**config.mk**
```make
export PLATFORM = sky130hd
export DESIGN_NAME = multiplicador_seq
export DESIGN_NICKNAME = d
export VERILOG_FILES = /design/src/rtl/multiplicador_seq.sv
export SDC_FILE = /design/constraint.sdc
export NUM_CORES = 1
export LEC_CHECK = 0
export BUFFER_PORTS_ARGS = -buffer_cell sky130_fd_sc_hd__buf_2
export CAP_MARGIN = 20
export CORE_MARGIN = 2
export CORE_UTILIZATION = 45
export CTS_CLUSTER_SIZE = 16
export DETAILED_ROUTE_END_ITERATION = 16
export HOLD_SLACK_MARGIN = 0.12
export PLACE_DENSITY_LB_ADDON = 0.1
export SETUP_SLACK_MARGIN = 0.5
export SYNTH_ARGS = -nofsm -noshare
export SYNTH_HDL_FRONTEND = slang
export SYNTH_SLANG_ARGS = --single-unit
```
**constraint.sdc**
```tcl
create_clock -name clk -period 4.4 [get_ports clk]
set_input_delay 0.44 -clock clk [delete_from_list [all_inputs] [get_ports clk]]
set_output_delay 0.44 -clock clk [all_outputs]
set_load 0.01 [all_outputs]
```
**src/rtl/multiplicador_seq.sv**
```systemverilog
// ---------------------------------------------------------------------------
// multiplicador_seq
// Sequential shift-add multiplier. Each accepted request multiplies two
// WIDTH-bit operands over WIDTH clock cycles, handling one multiplier bit
// per cycle (LSB first). The result is stored in a register that holds the
// last completed product.
//
// Optional feature macro: MULT_SIGNED_EN
//   Defined   -> adds the signed_op port. signed_op=1 at the accepting edge
//                selects a two's complement multiply.
//   Undefined -> only unsigned operation; no sign-handling logic exists.
//
// Ports:
//   clk           in   system clock; all state changes on its rising edge
//   reset         in   asynchronous reset, active high
//   start         in   request; accepted when the block is in IDLE or DONE
//   multiplicando in   [WIDTH-1:0] multiplicand, sampled on the accepting edge
//   multiplicador in   [WIDTH-1:0] multiplier, sampled on the accepting edge
//   signed_op     in   operand mode (only when MULT_SIGNED_EN is defined)
//   produto       out  [2*WIDTH-1:0] last completed product, registered
//   busy          out  high while a multiplication is running
//   done          out  one-cycle pulse marking a new produto value
// ---------------------------------------------------------------------------
module multiplicador_seq #(
    parameter int WIDTH = 16
) (
    input  logic                 clk,
    input  logic                 reset,
    input  logic                 start,
    input  logic [WIDTH-1:0]     multiplicando,
    input  logic [WIDTH-1:0]     multiplicador,
`ifdef MULT_SIGNED_EN
    input  logic                 signed_op,
`endif
    output logic [2*WIDTH-1:0]   produto,
    output logic                 busy,
    output logic                 done
);

    localparam int CW = (WIDTH > 1) ? $clog2(WIDTH) : 1;
    localparam logic [CW-1:0] LAST_BIT = CW'(WIDTH - 1);

    typedef enum logic [1:0] {
        IDLE = 2'd0,
        CALC = 2'd1,
        DONE = 2'd2
    } state_t;

    state_t               stateReg;
    state_t               stateNext;

    logic [2*WIDTH-1:0]   mcandReg;
    logic [WIDTH-1:0]     mplierReg;
    logic [2*WIDTH-1:0]   accReg;
    logic [CW-1:0]        bitCount;
    logic [2*WIDTH-1:0]   partial;
    logic [2*WIDTH-1:0]   sumNext;
    logic [2*WIDTH-1:0]   mcandExt;
    logic                 accept;
    logic                 lastStep;

`ifdef MULT_SIGNED_EN
    logic                 signedReg;
`endif

    // A request is only honoured when no multiplication is running.
    assign accept   = start && ((stateReg == IDLE) || (stateReg == DONE));
    assign lastStep = (stateReg == CALC) && (bitCount == LAST_BIT);

    // The multiplicand is kept 2*WIDTH wide so it can be shifted left into
    // the upper half of the product. In signed mode it is sign-extended.
`ifdef MULT_SIGNED_EN
    assign mcandExt = {{WIDTH{signed_op & multiplicando[WIDTH-1]}}, multiplicando};
`else
    assign mcandExt = {{WIDTH{1'b0}}, multiplicando};
`endif

    // One shift-add step. For a two's complement multiplier the MSB carries
    // weight -2^(WIDTH-1), so its partial product is subtracted instead of
    // added; the result stays exact modulo 2^(2*WIDTH).
    always_comb begin
        partial = mplierReg[0] ? mcandReg : '0;
        sumNext = accReg + partial;
`ifdef MULT_SIGNED_EN
        if (signedReg && (bitCount == LAST_BIT)) begin
            sumNext = accReg - partial;
        end
`endif
    end

    // State register.
    always_ff @(posedge clk or posedge reset) begin
        if (reset) begin
            stateReg <= IDLE;
        end else begin
            stateReg <= stateNext;
        end
    end

    // Next-state logic. DONE lasts one cycle, unless a new request arrives,
    // which sends the block straight back into CALC.
    always_comb begin
        stateNext = stateReg;
        case (stateReg)
            IDLE:    if (start) stateNext = CALC;
            CALC:    if (bitCount == LAST_BIT) stateNext = DONE;
            DONE:    stateNext = start ? CALC : IDLE;
            default: stateNext = IDLE;
        endcase
    end

    // Status outputs are decoded purely from the state register.
    assign busy = (stateReg == CALC);
    assign done = (stateReg == DONE);

    // Datapath. Operands are latched on the accepting edge, so later input
    // changes do not affect the multiplication in progress. produto is
    // written only on the final step; it keeps the previous result while
    // CALC runs.
    always_ff @(posedge clk or posedge reset) begin
        if (reset) begin
            mcandReg  <= '0;
            mplierReg <= '0;
            accReg    <= '0;
            bitCount  <= '0;
            produto   <= '0;
`ifdef MULT_SIGNED_EN
            signedReg <= 1'b0;
`endif
        end else if (accept) begin
            mcandReg  <= mcandExt;
            mplierReg <= multiplicador;
            accReg    <= '0;
            bitCount  <= '0;
`ifdef MULT_SIGNED_EN
            signedReg <= signed_op;
`endif
        end else if (stateReg == CALC) begin
            accReg    <= sumNext;
            mcandReg  <= mcandReg << 1;
            mplierReg <= mplierReg >> 1;
            bitCount  <= bitCount + CW'(1);
            if (lastStep) begin
                produto <= sumNext;
            end
        end
    end

endmodule

```
## Yosys cells after proc, flatten, opt, wreduce, memory -nomap -nowiden

Cells that the tools add are included.

- $add $sub $neg: 2
- $mul: 0
- Divide/modulo/power cells: 0
- Order comparisons: 0
- Equality and inequality tests: 5
- Shift-type cells: 0
- Multiplexer cells: 13
- Bitwise logic cells: 1
- Reductions and logical operators: 7

Operators with widths:

| kind | count |
|---|---|
| $mux W32 | 5 |
| $add A32 B32 Y32 | 1 |
| $mux W16 | 2 |
| $mux W4 | 2 |
| $pmux W2 S3 | 1 |
| $add A4 B1 Y4 const B | 1 |
| $eq A4 B4 Y1 const B | 1 |
| $mux W2 | 2 |
| $reduce_and A3 Y1 | 1 |
| $eq A2 B1 Y1 const B | 1 |
| $eq A2 B2 Y1 const B | 1 |
| $logic_and A1 B1 Y1 | 2 |
| $logic_not A2 Y1 | 1 |
| $ne A2 B1 Y1 const B | 1 |
| $ne A2 B2 Y1 const B | 1 |
| $reduce_and A2 Y1 | 1 |
| $reduce_bool A2 Y1 | 1 |
| $logic_or A1 B1 Y1 | 1 |
| $mux W1 | 1 |
| $not A1 Y1 | 1 |

- Bits in registers: 118
- Latch bits: 0
- Memory bits (writable): 0
- ROM bits: 0
- Bits of input ports: 35
- Output and inout bits: 34
- Word-level logic and storage cells: 34
- Memories kept: 0

## Logic depth before layout (Yosys ltp)

- Depth in word-level cells: 5
- Depth in mapped cells: 13
- Gate-level depth less buffers: 12

## Worst setup path after synthesis

Ideal clock, no wire load.

- Path kind: register -> register
- Start point: reg mplierReg[0]
- End point: reg produto[26]
- Setup time: 0.125 ns
- Data arrival time: 2.755 ns
- Data required time: 4.275 ns
- Setup slack: 1.521 ns
- Stages on the path, launching flop included: 13
- Buffers on the path: 0
- Clock period less this slack: 2.879 ns
- Path through: dfrtp_1 and2_1 ha_1 fa_1 a21o_1 a21oi_2 o21a_1 nor3b_2 a41o_2 a31oi_4 o21bai_1 xor2_1 mux2_2

- Cells in the longest elaborated chain, start to end: 2

Ends and longest elaborated chain:

| what | line | text |
|---|---|---|
| start, declared | 53 | `logic [WIDTH-1:0] mplierReg;` |
| start signal, assigned | 132 | `mplierReg <= multiplicador;` |
| start signal, assigned | 141 | `mplierReg <= mplierReg >> 1;` |
| $mux W32 | 82 | `partial = mplierReg[0] ? mcandReg : '0;` |
| $add A32 B32 Y32 | 83 | `sumNext = accReg + partial;` |
| end signal, assigned | 144 | `produto <= sumNext;` |
| end, declared | 35 | `output logic [2*WIDTH-1:0] produto,` |

No other way between the ends.
A chain may end at the register's enable or synchronous reset.

## Final worst setup path

Ends and elaborated chain as after synthesis.

==> results.md <==
- Status: completed
- Final Net Count: 784
- Post-synth top cells: 142 x nand2_1, 118 x dfrtp_1, 45 x a22o_1, 38 x and2_1, 34 x clkbuf_1
- Max Fclk: 278 MHz
- Syn Std Cell Area: 6300 um2
- Avg WL per Cell: 16.9 um
- Count leader, synth: nand2_1
- Area of the core: 13800 um2
- # rows: 43
- CP endpoint kind: register
- Clock-pin transition on the worst setup and hold timing paths: 50 ps
- Gpl congestion: 0.867
- Instance area at placement: 6830 um2
- CP required: 4700 ps
- Layout area overhead: 17.1%
- CP Buf/Inv Count: 0
- Seq cells post-synth: 118
- CP top delay family: compound AO/OA/AOI/OAI gates
- Share of cells above drive strength 1: 18.1%
- Non-filler cells, final: 909
- GRT Overall Usage: 22.3%
- Post-synth cell types: 53
- Mapped Cells: 654
- CTS tree: done
- N_diodes: 0
- # port buffers: 68
- Leading register cell type out of synthesis: dfrtp_1
- Ys Warns: 0
- Endpoints failing setup: 0
- Final Cycle Share: 81.7%
- Sequential area share after synthesis: 46.8%
- Root buf cell: clkbuf_16
- Routed vias: 5030
- Initial Util: 45.8%
- Main area contributors after synthesis: dfrtp_1 47%, nand2_1 8.5%, ha_1 6.4%
- Synth top area share: 46.8%
- Post-route cell area: 7380 um2
- Slack of the critical path: 805 ps
- Post-synth net total: 722
- First-pass GRT wire length: 26000 um
- Post-cts hold buffer count: 1
- Cts bufs inserted: 17
- Synth area leader: dfrtp_1
- Antenna violations before repair: 0
- Post-CTS sizing: 0
- Pre-CTS setup slack: 838 ps
- # DRC: 0
- Vias in the first global route: 5150
- Crit path cell chain: and2_1 -> ha_1 -> fa_1 -> a21o_1 -> a21oi_2 -> o21a_1 -> nor3b_2 -> a41o_2 -> a31oi_4 -> o21bai_1 -> xor2_1 -> mux2_2
- Slew HR: 45.1%
- Initial DRC count: 252
- Crit path kind: register to register
- Final Hold Vio Count: 0
- Ys async rst share: 100%
- Critical Path Max Stage Delay: 690 ps
- Mean Syn Cell Area: 9.64 um2
- DRT Pass-1 Iters: 4
- Type of element launching the critical path: register
- Final Critical Period: 3600 ps
- Die Span Y: 122 um
- Peak supply drop: 0.292 mV
- Slew of the pin with the lowest slew margin: 823 ps
- CP Max Fanout: 33
- Clk buf depth: 2
- HPWL after DPL: 10500 um
- Static Leak: 3.78 nW
- Clock insertion delay at the later pin of the skew report: 420 ps
- Min-Delay Path Class: primary input to register
- Die Area: 15000 um2
- # clock sinks: 118
- CP arrival: 3890 ps
- Antenna Violating Nets Remaining: 0
- RSZ-0062 raised after global routing: false
- EDFF count, synth: 0
- Pwr dens: 821 nW/um2
- Routed wire length: 15300 um
- Inst Count DP: 876
- Setup TNS: 0 ps
- Critical-path top delay cell: dfrtp_1
- Max Clock Skew: 12.1 ps
- Largest net degree at the start of global routing: 57
- Max Cap Violations: 0
- Pins Over Slew Limit: 0
- Via density: 5.53
- Die W: 122 um
- Post-CTS Repair Setup Buffers: 0
- Global route overflow: 0
- Ports: 69
- H-Tree Depth: 4
==> per-layer routing <==
layer	routed length, um	vias to the layer above	GRT usage (%)
met2	7360	104	36.3
met4	216	0	7.90
met5	0	-	0
li1	-	2430	-
met3	484	19	4.55
met1	7270	2477	29.8
==> metrics by stage <==
step           power [W]  hold WS (ps)  util [%]
3_5_place_dp     0.00479           432      49.6
4_1_cts          0.00611           224      53.6
3_3_place_gp     0.00472           425      49.6
6_report         0.00606           233      53.6
5_1_grt          0.00656           240      53.6
2_1_floorplan    0.00402           446         -
==> kinds of logic (layout without fill, tap and decap cells) <==
| group | count (synthesis) | count (layout) | synth area share, % |
|---|---|---|---|
| buffers and inverters | 45 | 120 | 2.68 |
| xor gates and xnor gates | 30 | 30 | 4.17 |
| AOI/OAI and AO/OA | 176 | 176 | 20.4 |
| adders and majority gates | 33 | 33 | 6.67 |
| and+or+nand+nor | 243 | 243 | 17.7 |
| DFF | 118 | 118 | 46.8 |
| muxes | 9 | 9 | 1.59 |
==> worst reg2reg max path, stage by stage (launching register included) <==
cell and delay [ps]:
dfrtp_1 690, and2_1 300, ha_1 220, fa_1 420, a21o_1 210, a21oi_2 200, o21a_1 170, nor3b_2 70
a41o_2 340, a31oi_4 290, o21bai_1 140, xor2_1 160, mux2_2 270
==> registers in the layout (all words and copies together) (netlist names) <==
name,count
produto,32
stateReg,2
mplierReg,16
bitCount,4
accReg,32
mcandReg,32
==> worst paths after layout <==
check                                 startpoint            to  slack (ps)  cells after the start
min in group asynchronous                  reset    accReg[28]         530                      3
worst min-delay path            multiplicador[4]  mplierReg[4]         230                      3
max in group asynchronous                  reset   mcandReg[5]        2890                      4
worst max register to register      mplierReg[0]   produto[26]         800                     12
worst min register to register       produto[13]   produto[13]         470                      2
worst max-delay path                mplierReg[0]   produto[26]         800                     12
==> where the power goes <==
group,total [W],leakage [nW],internal (W),switching (W)
clock,0.00128,0.269,0.000797,0.000487
sequential,0.00194,1.50,0.00159,0.000350
combinational,0.00283,2.01,0.00123,0.00161
total,0.00606,3.78,0.00362,0.00244
==> cells in the final DEF, fill, tap and decap left out, types with 2 or more instances in the layout <==
master      count
clkbuf_1        3
xor2_1          8
clkbuf_8        2
buf_4           8
o21ai_0        13
buf_2          68
a21oi_1        28
a31oi_1        10
mux2_2          8
xnor2_1        22
inv_1           8
o211ai_1        3
nor2b_1         2
a2111oi_0       2
a221o_1         2
o21bai_1        5
nand2_1       142
a22oi_1        23
nor2_1         22
nand4_1         6
clkinv_2        7
and3_1          4
clkinvlp_4      2
ha_1           32
nand2b_1        5
dfrtp_1       118
a21o_1         19
or2_2           2
and2_1         38
o21ai_1        12
clkbuf_16      17
a22o_1         45
nand3_1        11
a21oi_2         2
==> layout make-up <==
class	count	area (um2)
Fill cell	1318	6390
Multi-Input combinational cell	491	3190
Sequential cell	118	2950
Clock buffer	22	464
Timing Repair Buffer	78	430
Tap cell	180	225
Clock inverter	10	80.1
Inverter	10	40.0
No activity file was read; power rests on OpenSTA's default activity.
